[src/rtl/alu_arbiter.sv]
// Round-robin arbiter/sequencer sharing one 8-bit ALU among N requesters.
// Optional macro ALU_ARB_OPCHECK_EN rejects opcodes 4'b1011..4'b1111 with rsp_err.
module alu_arbiter #(
    parameter int N   = 4,
    parameter int IDW = $clog2(N)
) (
    input  logic           clk,
    input  logic           rst_n,
    input  logic [N-1:0]   req_valid,
    output logic [N-1:0]   req_ready,
    input  logic [8*N-1:0] req_a,
    input  logic [8*N-1:0] req_b,
    input  logic [4*N-1:0] req_op,
    output logic [7:0]     alu_a,
    output logic [7:0]     alu_b,
    output logic [3:0]     alu_ctrl,
    input  logic [7:0]     alu_result,
    input  logic           alu_zero,
    input  logic           alu_ovf,
    input  logic           alu_carry,
    output logic           rsp_valid,
    input  logic           rsp_ready,
    output logic [IDW-1:0] rsp_id,
    output logic [7:0]     rsp_result,
    output logic [2:0]     rsp_flags,
    output logic           rsp_err,
    output logic           busy
);

    typedef enum logic [1:0] {IDLE, EXEC, RESP} state_t;

    state_t         state, state_nxt;
    logic [IDW-1:0] ptr;
    logic [IDW-1:0] gnt;
    logic           any;
    logic [7:0]     sel_a, sel_b;
    logic [3:0]     sel_op;
    logic           op_bad;
    logic           grant;

    // First valid requester at or after ptr, wrapping modulo N.
    always_comb begin : rr_search
        logic [IDW:0] idx;
        any = 1'b0;
        gnt = '0;
        idx = '0;
        for (int k = 0; k < N; k++) begin
            idx = {1'b0, ptr} + (IDW+1)'(k);
            if (idx >= (IDW+1)'(N))
                idx = idx - (IDW+1)'(N);
            if (!any && req_valid[idx[IDW-1:0]]) begin
                any = 1'b1;
                gnt = idx[IDW-1:0];
            end
        end
    end

    assign sel_a  = req_a[8*gnt +: 8];
    assign sel_b  = req_b[8*gnt +: 8];
    assign sel_op = req_op[4*gnt +: 4];
    assign grant  = (state == IDLE) && any;

`ifdef ALU_ARB_OPCHECK_EN
    assign op_bad = (sel_op >= 4'b1011);
`else
    assign op_bad = 1'b0;
`endif

    always_ff @(posedge clk or negedge rst_n) begin
        if (!rst_n)
            state <= IDLE;
        else
            state <= state_nxt;
    end

    always_comb begin
        state_nxt = state;
        case (state)
            IDLE:    if (any) state_nxt = op_bad ? RESP : EXEC;
            EXEC:    state_nxt = RESP;
            RESP:    if (rsp_ready) state_nxt = IDLE;
            default: state_nxt = IDLE;
        endcase
    end

    always_comb begin
        req_ready = '0;
        rsp_valid = 1'b0;
        busy      = (state != IDLE);
        case (state)
            IDLE:    if (any) req_ready = N'(1) << gnt;
            RESP:    rsp_valid = 1'b1;
            default: ;
        endcase
    end

    // Grant captures operands and owner; EXEC captures the ALU outcome.
    always_ff @(posedge clk or negedge rst_n) begin
        if (!rst_n) begin
            ptr        <= '0;
            alu_a      <= '0;
            alu_b      <= '0;
            alu_ctrl   <= '0;
            rsp_id     <= '0;
            rsp_result <= '0;
            rsp_flags  <= '0;
        end else if (grant) begin
            ptr    <= (gnt == IDW'(N-1)) ? '0 : gnt + IDW'(1);
            rsp_id <= gnt;
            if (op_bad) begin
                rsp_result <= '0;
                rsp_flags  <= '0;
            end else begin
                alu_a    <= sel_a;
                alu_b    <= sel_b;
                alu_ctrl <= sel_op;
            end
        end else if (state == EXEC) begin
            rsp_result <= alu_result;
            rsp_flags  <= {alu_zero, alu_ovf, alu_carry};
        end
    end

`ifdef ALU_ARB_OPCHECK_EN
    always_ff @(posedge clk or negedge rst_n) begin
        if (!rst_n)
            rsp_err <= 1'b0;
        else if (grant)
            rsp_err <= op_bad;
    end
`else
    assign rsp_err = 1'b0;
`endif

endmodule

[config.mk]
export PLATFORM = sky130hd
export DESIGN_NAME = alu_arbiter
export DESIGN_NICKNAME = d
export VERILOG_FILES = /design/src/rtl/alu_arbiter.sv
export SDC_FILE = /design/constraint.sdc
export NUM_CORES = 1
export LEC_CHECK = 0
export ABC_AREA = 1
export CAP_MARGIN = 20
export CORE_MARGIN = 5
export CORE_UTILIZATION = 30
export CTS_BUF_LIST = sky130_fd_sc_hd__clkbuf_8
export CTS_CLUSTER_DIAMETER = 60
export DETAILED_ROUTE_END_ITERATION = 7
export GPL_TIMING_DRIVEN = 0
export PLACE_DENSITY = 0.7
export SETUP_SLACK_MARGIN = 0.5
export SKIP_LAST_GASP = 1
export SLEW_MARGIN = 20
export SYNTH_ARGS = -nofsm -noshare
export SYNTH_HDL_FRONTEND = slang
export SYNTH_SLANG_ARGS = --single-unit
[constraint.sdc]
create_clock -name clk -period 3.2 [get_ports clk]
set_input_delay 0.32 -clock clk [delete_from_list [all_inputs] [get_ports clk]]
set_output_delay 0.32 -clock clk [all_outputs]
set_load 0.005 [all_outputs]
; ---- Yosys cells after proc, flatten, opt, wreduce, memory -nomap -nowiden
; Index checks and enable logic that the tools add are counted.
[classes]
order_cmp = 8
n_mux = 27
n_addsub = 8
n_reduce_logical = 11
multipliers = 0
bitwise_logic = 1
div_mod_pow = 0
shifts = 4
eq_ne = 5
[op_table]
columns = operator, n
row1 = indexed part select 32 x 6 -> 8 bit, 2
row2 = 2-to-1 mux 2 bit, 11
row3 = indexed part select 16 x 5 -> 4 bit, 1
row4 = less-than comparator 2 x 3 -> 1 bit (second input constant), 4
row5 = greater-or-equal comparator 3 bit (second input constant), 3
row6 = 2-to-1 mux 1 bit, 9
row7 = binary-select mux 1 bit (select 2 bit), 4
row8 = 2-to-1 mux 4 bit, 2
row9 = subtractor 2 x 1 -> 2 bit (second input constant), 4
row10 = adder 2 x 2 -> 3 bit (second input constant), 2
row11 = case mux 2 bit (3 select lines), 1
row12 = equality test 2 bit (second input constant), 2
row13 = logical AND 1 bit, 4
row14 = != test 2 bit (second input constant), 2
row15 = AND reduction 2 bit, 2
row16 = << shifter 1 x 2 -> 4 bit (first input constant), 1
row17 = adder 2 x 1 -> 3 bit (second input constant), 1
row18 = greater-or-equal comparator 2 x 3 -> 1 bit (second input constant), 1
row19 = zero test 1 bit, 3
row20 = adder 2 x 1 -> 2 bit (second input constant), 1
row21 = equality test 2 x 1 -> 1 bit (second input constant), 1
row22 = zero test 2 bit, 1
row23 = nonzero test 2 bit, 1
row24 = NOT 1 bit, 1
[totals]
mem_bits_ro = 0
elab_cells = 72
ff_bits = 37
output_inout_bits = 40
latchBits = 0
mem_count = 0
inputBits = 98
mem_bits_rw = 0

; ---- Depth between registers and ports, before layout
; Gate-level depths: netlist of run 1.
[depth]
ltp_word = 17
ltp_mapped = 16
mapped_depth_nobuf = 14

; ---- Worst setup path before layout of run 1
; Ideal clock, no wire load.
[synth_timing]
path_type = register -> output
startpoint = register ptr[0]
endpoint = output port req_ready[3]
required_ps = 2880
t_arrival_ps = 1660
setup_slack_ps = 1220
path_stages_with_launch = 14
n_path_buf = 2
cell_sequence = dfrtp_1 -> buf_6 -> inv_4 -> nand2_1 -> nand3_1 -> nand2_2 -> nor2_4 -> nand3_2 -> nand3_4 -> buf_6 -> inv_1 -> ha_1 -> inv_1 -> nor2_1
[synth_between]
elab_chain_len = 17
elab_cells_between_ends = 40
cone_classes = add/sub: 7 / order compare: 4 / shift: 1 / mux: 22 / reduce/logical: 6
[synth_lines]
columns = element, line_no
row1 = start: declaration, 33  ; logic [IDW-1:0] ptr;
row2 = start signal: assignment, 108  ; ptr <= (gnt == IDW'(N-1)) ? '0 : gnt + IDW'(1);
row3 = "parallel branches: the longest is 15 deep, another holds adder 2 x 1 -> 3 bit", n/a
row4 = 2-to-1 mux 4 bit (*), 91  ; IDLE: if (any) req_ready = N'(1) << gnt;
row5 = 2-to-1 mux 4 bit (*), 90  ; case (state)
row6 = end: declaration, 10  ; output logic [N-1:0] req_ready,
; Every way passes the cells marked *. The select of a mux whose other input is x is not followed.

; ---- Final worst setup path of run 1
[layout_timing]
startpoint = register ptr[0]
endpoint = output port req_ready[2]
; The elaborated chain is that of the path after synthesis.

==> implementation parameters, run 1 <==
Parameter                              Value

Floorplan
  Die Outline Area    10710 um2
  Number of placement rows    34
  Overall die width    103.5 um
  Vertical die dimension    103.5 um
  Placeable core region    8636 um2
  Number of primary I/O pins    138
  Initial core utilization    0.3035

Yosys
  Part of the Yosys area used for sequential elements    0.3532
  Synth Warn #    0
  Synthesized Nets    485
  Yosys top cell by area    sky130_fd_sc_hd__dfrtp_1
  Cell area after synthesis    2621 um2
  Yosys top cell area share    0.3532
  Post-synth ARST share    1.000
  Synth Flop Type    sky130_fd_sc_hd__dfrtp_1
  Synthesis-stage register bit count    37
  EDFF count, synth    0
  Most area-consuming cells after synthesis    sky130_fd_sc_hd__dfrtp_1, sky130_fd_sc_hd__nand2_1, sky130_fd_sc_hd__inv_1, sky130_fd_sc_hd__nand3_1, sky130_fd_sc_hd__nand4_1
  Cell count after synthesis    386
  Mean Syn Cell Area    6.791 um2
  Synth cell types    27

Worst setup path
  Minimum setup slack among reg-to-reg paths    1.08 ns
  Most prevalent standard cell on the critical path    sky130_fd_sc_hd__nand2_1
  Data arrival, critical path    2.28 ns
  Critical-path cell with the highest stage delay    sky130_fd_sc_hd__dfrtp_1
  Family with the most delay on the worst path    simple AND/OR/NAND/NOR gates
  Endpoint kind of the worst setup timing path    primary output
  Maximum fanout encountered on the critical timing path    10
  CP cell instances    buf_6 > inv_6 > nand2_1 > nand2_2 > nand2_1 > nand2_1 > nor2_4 > nand3_1 > nand3_4 > inv_2 > buf_4 > nor3_1 > dlygate4sd2_1
  Kind of critical path    flop to primary output
  Buffers & Inverters on Critical Path    5
  Startpoint kind of the worst setup timing path    flop
  CP required    2.88 ns
  Biggest cell delay along the critical path    0.35 ns

STA
  Slew HR    0.6556
  Part of the cycle the worst path needs    0.8111
  Post-route clock skew    0.004387 ns
  Slew of the pin with the lowest slew margin    0.5166 ns
  Sum of negative setup slack    0 ns
  Unrepaired setup endpoints after global routing    no
  Maximum clock rate    0.3853 GHz
  Number of setup violations in the final report    0
  Count of endpoints failing hold in the final timing report    0
  Min cycle time layout    2.595 ns
  Max Slew Vio Count    0

Global route
  Antenna violations before repair    0
  Vias in the first global route    3053
  Global-route wire length before repair    14000 um
  Total global routing overflow    0
  Pin count of the biggest net entering global routing    32
  Overall Global Routing Usage    0.1642

Routing
  Vias    2942
  Mean number of vias per cell    4.554
  TritonRoute pass-1 iters    4
  Post-detailed-route count of antenna-violating nets    0
  Total length of routed wires    8922 um
  Post-detailed-route DRC marker count    0
  Detailed Route Iter0 Violations    80
  Post-detailed-route wirelength per cell    13.81 um

Finish
  Sequential standard cell area    927.1 um2
  Combined area of the multi-input logic cells    1331 um2
  Most frequent cells in the layout    sky130_fd_sc_hd__clkdlybuf4s50_1, sky130_fd_sc_hd__nand2_1, sky130_fd_sc_hd__inv_1
  Filler Cell Count    863
  Diode count    0
  Fraction of final layout cells sized beyond drive strength 1    0.1431
  Layout area overhead    66.68%
  Commonest non-fill, non-tap cell in the layout    sky130_fd_sc_hd__clkdlybuf4s50_1
  Net count reported at finish    636

Clocking
  Clock latency on the worst-skew pair    0.29 ns
  Clock tree from TritonCTS    built
  Root Buffer    sky130_fd_sc_hd__clkbuf_8
  Level count of the clock H-tree    2
  Number of clock buffers inserted by TritonCTS    5
  Clock Tree Buf Depth    2
  Worst-path clk slew    0.08 ns
  Clock Sinks    37

Status
  Status    finished clean

Placed design
  Routability cong.    0.8800
  Count of port buffers added during placement    136
  Total half-perimeter wirelength after legalization and detailed placement    6875 um

Pwr
  Post-layout power    4.823 mW
  Leakage dissipation    2.222 nW
  VDD IR-drop max    0.3858 mV
  Power density relative to cell area    1104 nW/um2

Run
  Maximum Capacitance Violations    0

Worst hold path
  Min-delay worst type    input port to async pin
## sequential cells by signal (all words and copies together), names as in the netlist
signal      cells
alu_b           8
rsp_result      8
rsp_id          2
ptr             2
state           2
alu_ctrl        4
rsp_flags       3
alu_a           8
## cells in the mapped netlist (7+ instances only)
cell type / instances
sky130_fd_sc_hd__nand4_1: 20
sky130_fd_sc_hd__nand3_1: 47
sky130_fd_sc_hd__inv_1: 72
sky130_fd_sc_hd__buf_2: 11
sky130_fd_sc_hd__nand2_1: 132
sky130_fd_sc_hd__dfrtp_1: 37
sky130_fd_sc_hd__o211ai_1: 10
sky130_fd_sc_hd__nor2_1: 7
sky130_fd_sc_hd__or2_0: 8
sky130_fd_sc_hd__mux2_2: 11
## cell families (layout without fill, tap and decap cells)
kind of cell | Yosys count | in the layout | share of synthesized area
AND/OR/NAND/NOR | 225 | 225 | 0.3943
buffers and inverters | 97 | 249 | 0.1623
flip-flops | 37 | 37 | 0.3532
AO/OA/AOI/OAI | 14 | 14 | 0.03675
multiplexers | 11 | 11 | 0.04726
adder cells (fa/ha/maj) | 1 | 1 | 0.004773
other | 1 | 1 | 0.001431
## power breakdown
part	internal [mW]	switching (mW)	total (mW)	leakage, nW
clock	0.199	0.179	0.378	0.0549
sequential	0.728	0.127	0.856	0.446
combinational	1.65	1.94	3.59	1.72
total	2.58	2.25	4.82	2.22
## through the flow
step	hold slack (ns)	worst slack (ns)	instances	instance area, um2	utilization
global placement	0.4649	0.1944	630	4118	0.4768
global route	0.4061	0.4681	646	4369	0.5059
CTS	0.3971	0.3288	642	4287	0.4964
finish	0.4013	0.6046	646	4369	0.5059
detailed placement	0.1774	0.1730	631	4133	0.4786
floorplan	0.02441	1.220	386	2621	-
## layer usage
metal	wire length, um	share of wire	GRT usage
met5	0	0	0
met4	47	0.0053	0.02988
met3	901	0.10	0.05433
met2	4295	0.48	0.2809
met1	3678	0.41	0.2031
## worst paths after layout
path / to / from / depth (start not counted)
worst max register to register: alu_a[2] / ptr[0] / 13
worst min-delay path: alu_a[1] / rst_n / 2
worst min register to register: alu_b[0] / alu_b[0] / 2
max in group asynchronous: ptr[1] / rst_n / 3
min in group clk: alu_b[0] / alu_b[0] / 2
worst max-delay path: req_ready[2] / ptr[0] / 13
## layout make-up
type,instances,area share
Tap cell,108,0.03093
Multi-Input combinational cell,252,0.3047
Inverter,77,0.06730
Sequential cell,37,0.2122
Timing Repair Buffer,144,0.3265
Clock inverter,1,0.002005
Clock buffer,7,0.02205
Buffer,20,0.03436
## timing repair
item / CTS / global route
endpoints found under the setup margin: 4 / 4
endpoints found under the hold margin: 6 / 0
resized for setup: 10 / 20
hold buffers: 1 / 0
pin swaps: 1 / 3
cloned: 0 / 0
setup buffers: 2 / 4
(Power assumes the default switching activity.)
==> run 2, diff against run 1 <==
==> constraint.sdc (replaced) <==
create_clock -name clk -period 2.61 [get_ports clk]
set_input_delay 0.261 -clock clk [delete_from_list [all_inputs] [get_ports clk]]
set_output_delay 0.261 -clock clk [all_outputs]
set_load 0.005 [all_outputs]
==> run 2 against run 1 <==
Against the previous run: hold slack got worse by 0.057 ns; first-iteration DRC count increased by 5.0%; clock power increased by 22%; clock skew decreased by 0.00074 ns; combinational power increased by 39%; register-to-register slack got worse by 0.72 ns; critical path depth increased by 2; sequential share of layout area decreased by 1.0 points; largest cell class unchanged; count of clock-buffer cells in the layout unchanged.
==> implementation parameters, run 2 (synthesis results as in run 1) <==
Parameter                              Value

Status
  Status    finished clean

Worst hold path
  Min-delay worst type    input port to async pin

STA
  Slew HR    0.6560
  Post-route setup slack    0.2182 ns
  Hold_ws    0.3444 ns
  Number of setup violations in the final report    0
  Sum of negative setup slack    0 ns
  Slew of the pin with the lowest slew margin    0.5160 ns
  Part of the cycle the worst path needs    0.9164
  Post-route clock skew    0.003643 ns
  Max Slew Vio Count    0
  Min cycle time layout    2.392 ns
  Maximum clock rate    0.4181 GHz
  Count of endpoints failing hold in the final timing report    0
  Unrepaired setup endpoints after global routing    yes

Finish
  Diode count    0
  Final cell utilization of the core    0.5319
  Commonest non-fill, non-tap cell in the layout    sky130_fd_sc_hd__clkdlybuf4s50_1
  Most frequent cells in the layout    sky130_fd_sc_hd__clkdlybuf4s50_1, sky130_fd_sc_hd__nand2_1, sky130_fd_sc_hd__inv_1
  Fraction of final layout cells sized beyond drive strength 1    0.2069
  Layout area overhead    75.23%
  Biggest regs    alu_a x8, alu_b x8, rsp_result x8
  Net count reported at finish    649

Placed design
  Pre-CTS WS    -0.2990 ns
  Total half-perimeter wirelength after legalization and detailed placement    6875 um
  Routability cong.    0.8800
  Count of port buffers added during placement    136

Routing
  TritonRoute pass-1 iters    4
  Post-detailed-route count of antenna-violating nets    0
  Post-detailed-route DRC marker count    0
  Vias    3047
  Total length of routed wires    9394 um
  Detailed Route Iter0 Violations    84
  Post-detailed-route wirelength per cell    14.25 um
  Mean number of vias per cell    4.624

Global route
  Vias in the first global route    3195
  Overall Global Routing Usage    0.1763
  Antenna violations before repair    0
  Pin count of the biggest net entering global routing    32
  Global-route wire length before repair    14960 um
  Total global routing overflow    0

Worst setup path
  Capturing instance or port of the critical path    req_ready[3]
  Maximum fanout encountered on the critical timing path    6
  Critical path depth    15
  Data arrival, critical path    2.13 ns
  Endpoint kind of the worst setup timing path    primary output
  Number of cells traversed by the worst register-to-register path    12
  Biggest cell delay along the critical path    0.40 ns
  Kind of critical path    flop to primary output
  Startpoint kind of the worst setup timing path    flop
  Minimum setup slack among reg-to-reg paths    0.36 ns
  Launching point of the worst reg2reg path    ptr[0]
  Worst reg2reg endpoint    alu_a[2]
  Critical Path Source    ptr[0]
  Family with the most delay on the worst path    simple AND/OR/NAND/NOR gates
  CP cell instances    buf_6 > inv_8 > nand2_4 > nand2_4 > nand2_2 > nand2_2 > nor2_4 > nand3_4 > nand3_4 > buf_6 > inv_6 > ha_4 > inv_2 > nor2_2 > buf_2
  Critical-path cell with the highest stage delay    sky130_fd_sc_hd__dfrtp_1
  CP required    2.35 ns
  Buffers & Inverters on Critical Path    6

Floorplan
  Die Outline Area    10710 um2
  Overall die width    103.5 um
  Vertical die dimension    103.5 um
  Placeable core region    8636 um2
  Initial core utilization    0.3035
  Number of primary I/O pins    138
  Number of placement rows    34

Clocking
  Number of clock buffers inserted by TritonCTS    5
  Clock Sinks    37
  Level count of the clock H-tree    2
  Clock tree from TritonCTS    built
  Clock Tree Buf Depth    2
  Clock latency on the worst-skew pair    0.29 ns
  Root Buffer    sky130_fd_sc_hd__clkbuf_8
  Worst-path clk slew    0.08 ns

Pwr
  P_int    3.492 mW
  Net switching power figure    3.032 mW
  Switching fraction of total power    0.4647
  Combinational power share    0.766
  VDD IR-drop max    0.5282 mV
  Share of total power in the clock network    0.071
  Power density relative to cell area    1420 nW/um2
  Sequential share of power    0.163
  Leakage dissipation    2.307 nW

Run
  Maximum Capacitance Violations    0
[run 2: layout make-up]
class | instances | area [um2]
fill | 826 | 4043
timing repair buffer | 156 | 1514
multi-input combinational | 252 | 1439
sequential | 37 | 927.1
inverter | 77 | 304.0
buffer | 20 | 162.7
tap | 108 | 135.1
clock buffer | 7 | 96.34
clock inverter | 1 | 8.758
timing repair inverter | 1 | 6.256
[run 2: stage by stage]
step / total power, mW / instance area, um2 / std cells
after floorplan: 3.625 / 2621 / 386
after global placement: 5.081 / 4118 / 630
after detailed placement: 5.142 / 4133 / 631
after CTS: 6.465 / 4566 / 657
after global routing: 7.127 / 4593 / 659
final: 6.524 / 4593 / 659
[run 2: worst reg2reg max path, cell delays in order, from the launching register on]
cell	delay, ns
sky130_fd_sc_hd__dfrtp_1	0.40
sky130_fd_sc_hd__buf_6	0.17
sky130_fd_sc_hd__inv_8	0.06
sky130_fd_sc_hd__nand2_2	0.05
sky130_fd_sc_hd__nand2_2	0.07
sky130_fd_sc_hd__buf_4	0.14
sky130_fd_sc_hd__a31oi_2	0.24
sky130_fd_sc_hd__nand3_4	0.14
sky130_fd_sc_hd__buf_4	0.17
sky130_fd_sc_hd__buf_4	0.12
sky130_fd_sc_hd__nor2_2	0.34
sky130_fd_sc_hd__o211ai_1	0.19
sky130_fd_sc_hd__nand3_1	0.11
[run 2: power by group through the flow]
stage	registers (mW)	logic [mW]	clock network (mW)
6_report	1.06	5.00	0.463
5_1_grt	1.10	5.53	0.504
4_1_cts	1.06	4.92	0.486
3_5_place_dp	1.05	4.09	0
3_3_place_gp	1.05	4.03	0
2_1_floorplan	1.07	2.56	0
[run 2: how the worst min path moves through the flow]
stage	to	slack, ns	cells after the start
6_report	alu_a[1]	0.34	2
5_1_grt	alu_b[2]	0.35	2
4_1_cts	alu_a[1]	0.34	2
3_5_place_dp	alu_a[1]	0.12	1
3_3_place_gp	alu_b[3]	0.46	2
2_1_floorplan	alu_a[0]	-0.03	0
[run 2: repair_timing]
| action | 4_1_cts | 5_1_grt |
|---|---|---|
| endpoints found under the hold margin | 6 | 0 |
| setup buffers | 15 | 2 |
| hold buffers | 1 | 0 |
| endpoints found under the setup margin | 5 | 23 |
| cloned | 2 | 0 |
| pin swaps | 19 | 6 |
| gates resized for setup | 73 | 7 |
[run 2: routing by layer]
layer	global-route usage	vias to the layer above	part of all wire
met5	0	-	0
met3	0.05030	10	0.098
met2	0.3074	137	0.49
met4	0.03685	0	0.0094
met1	0.2163	1377	0.40
li1	-	1523	-
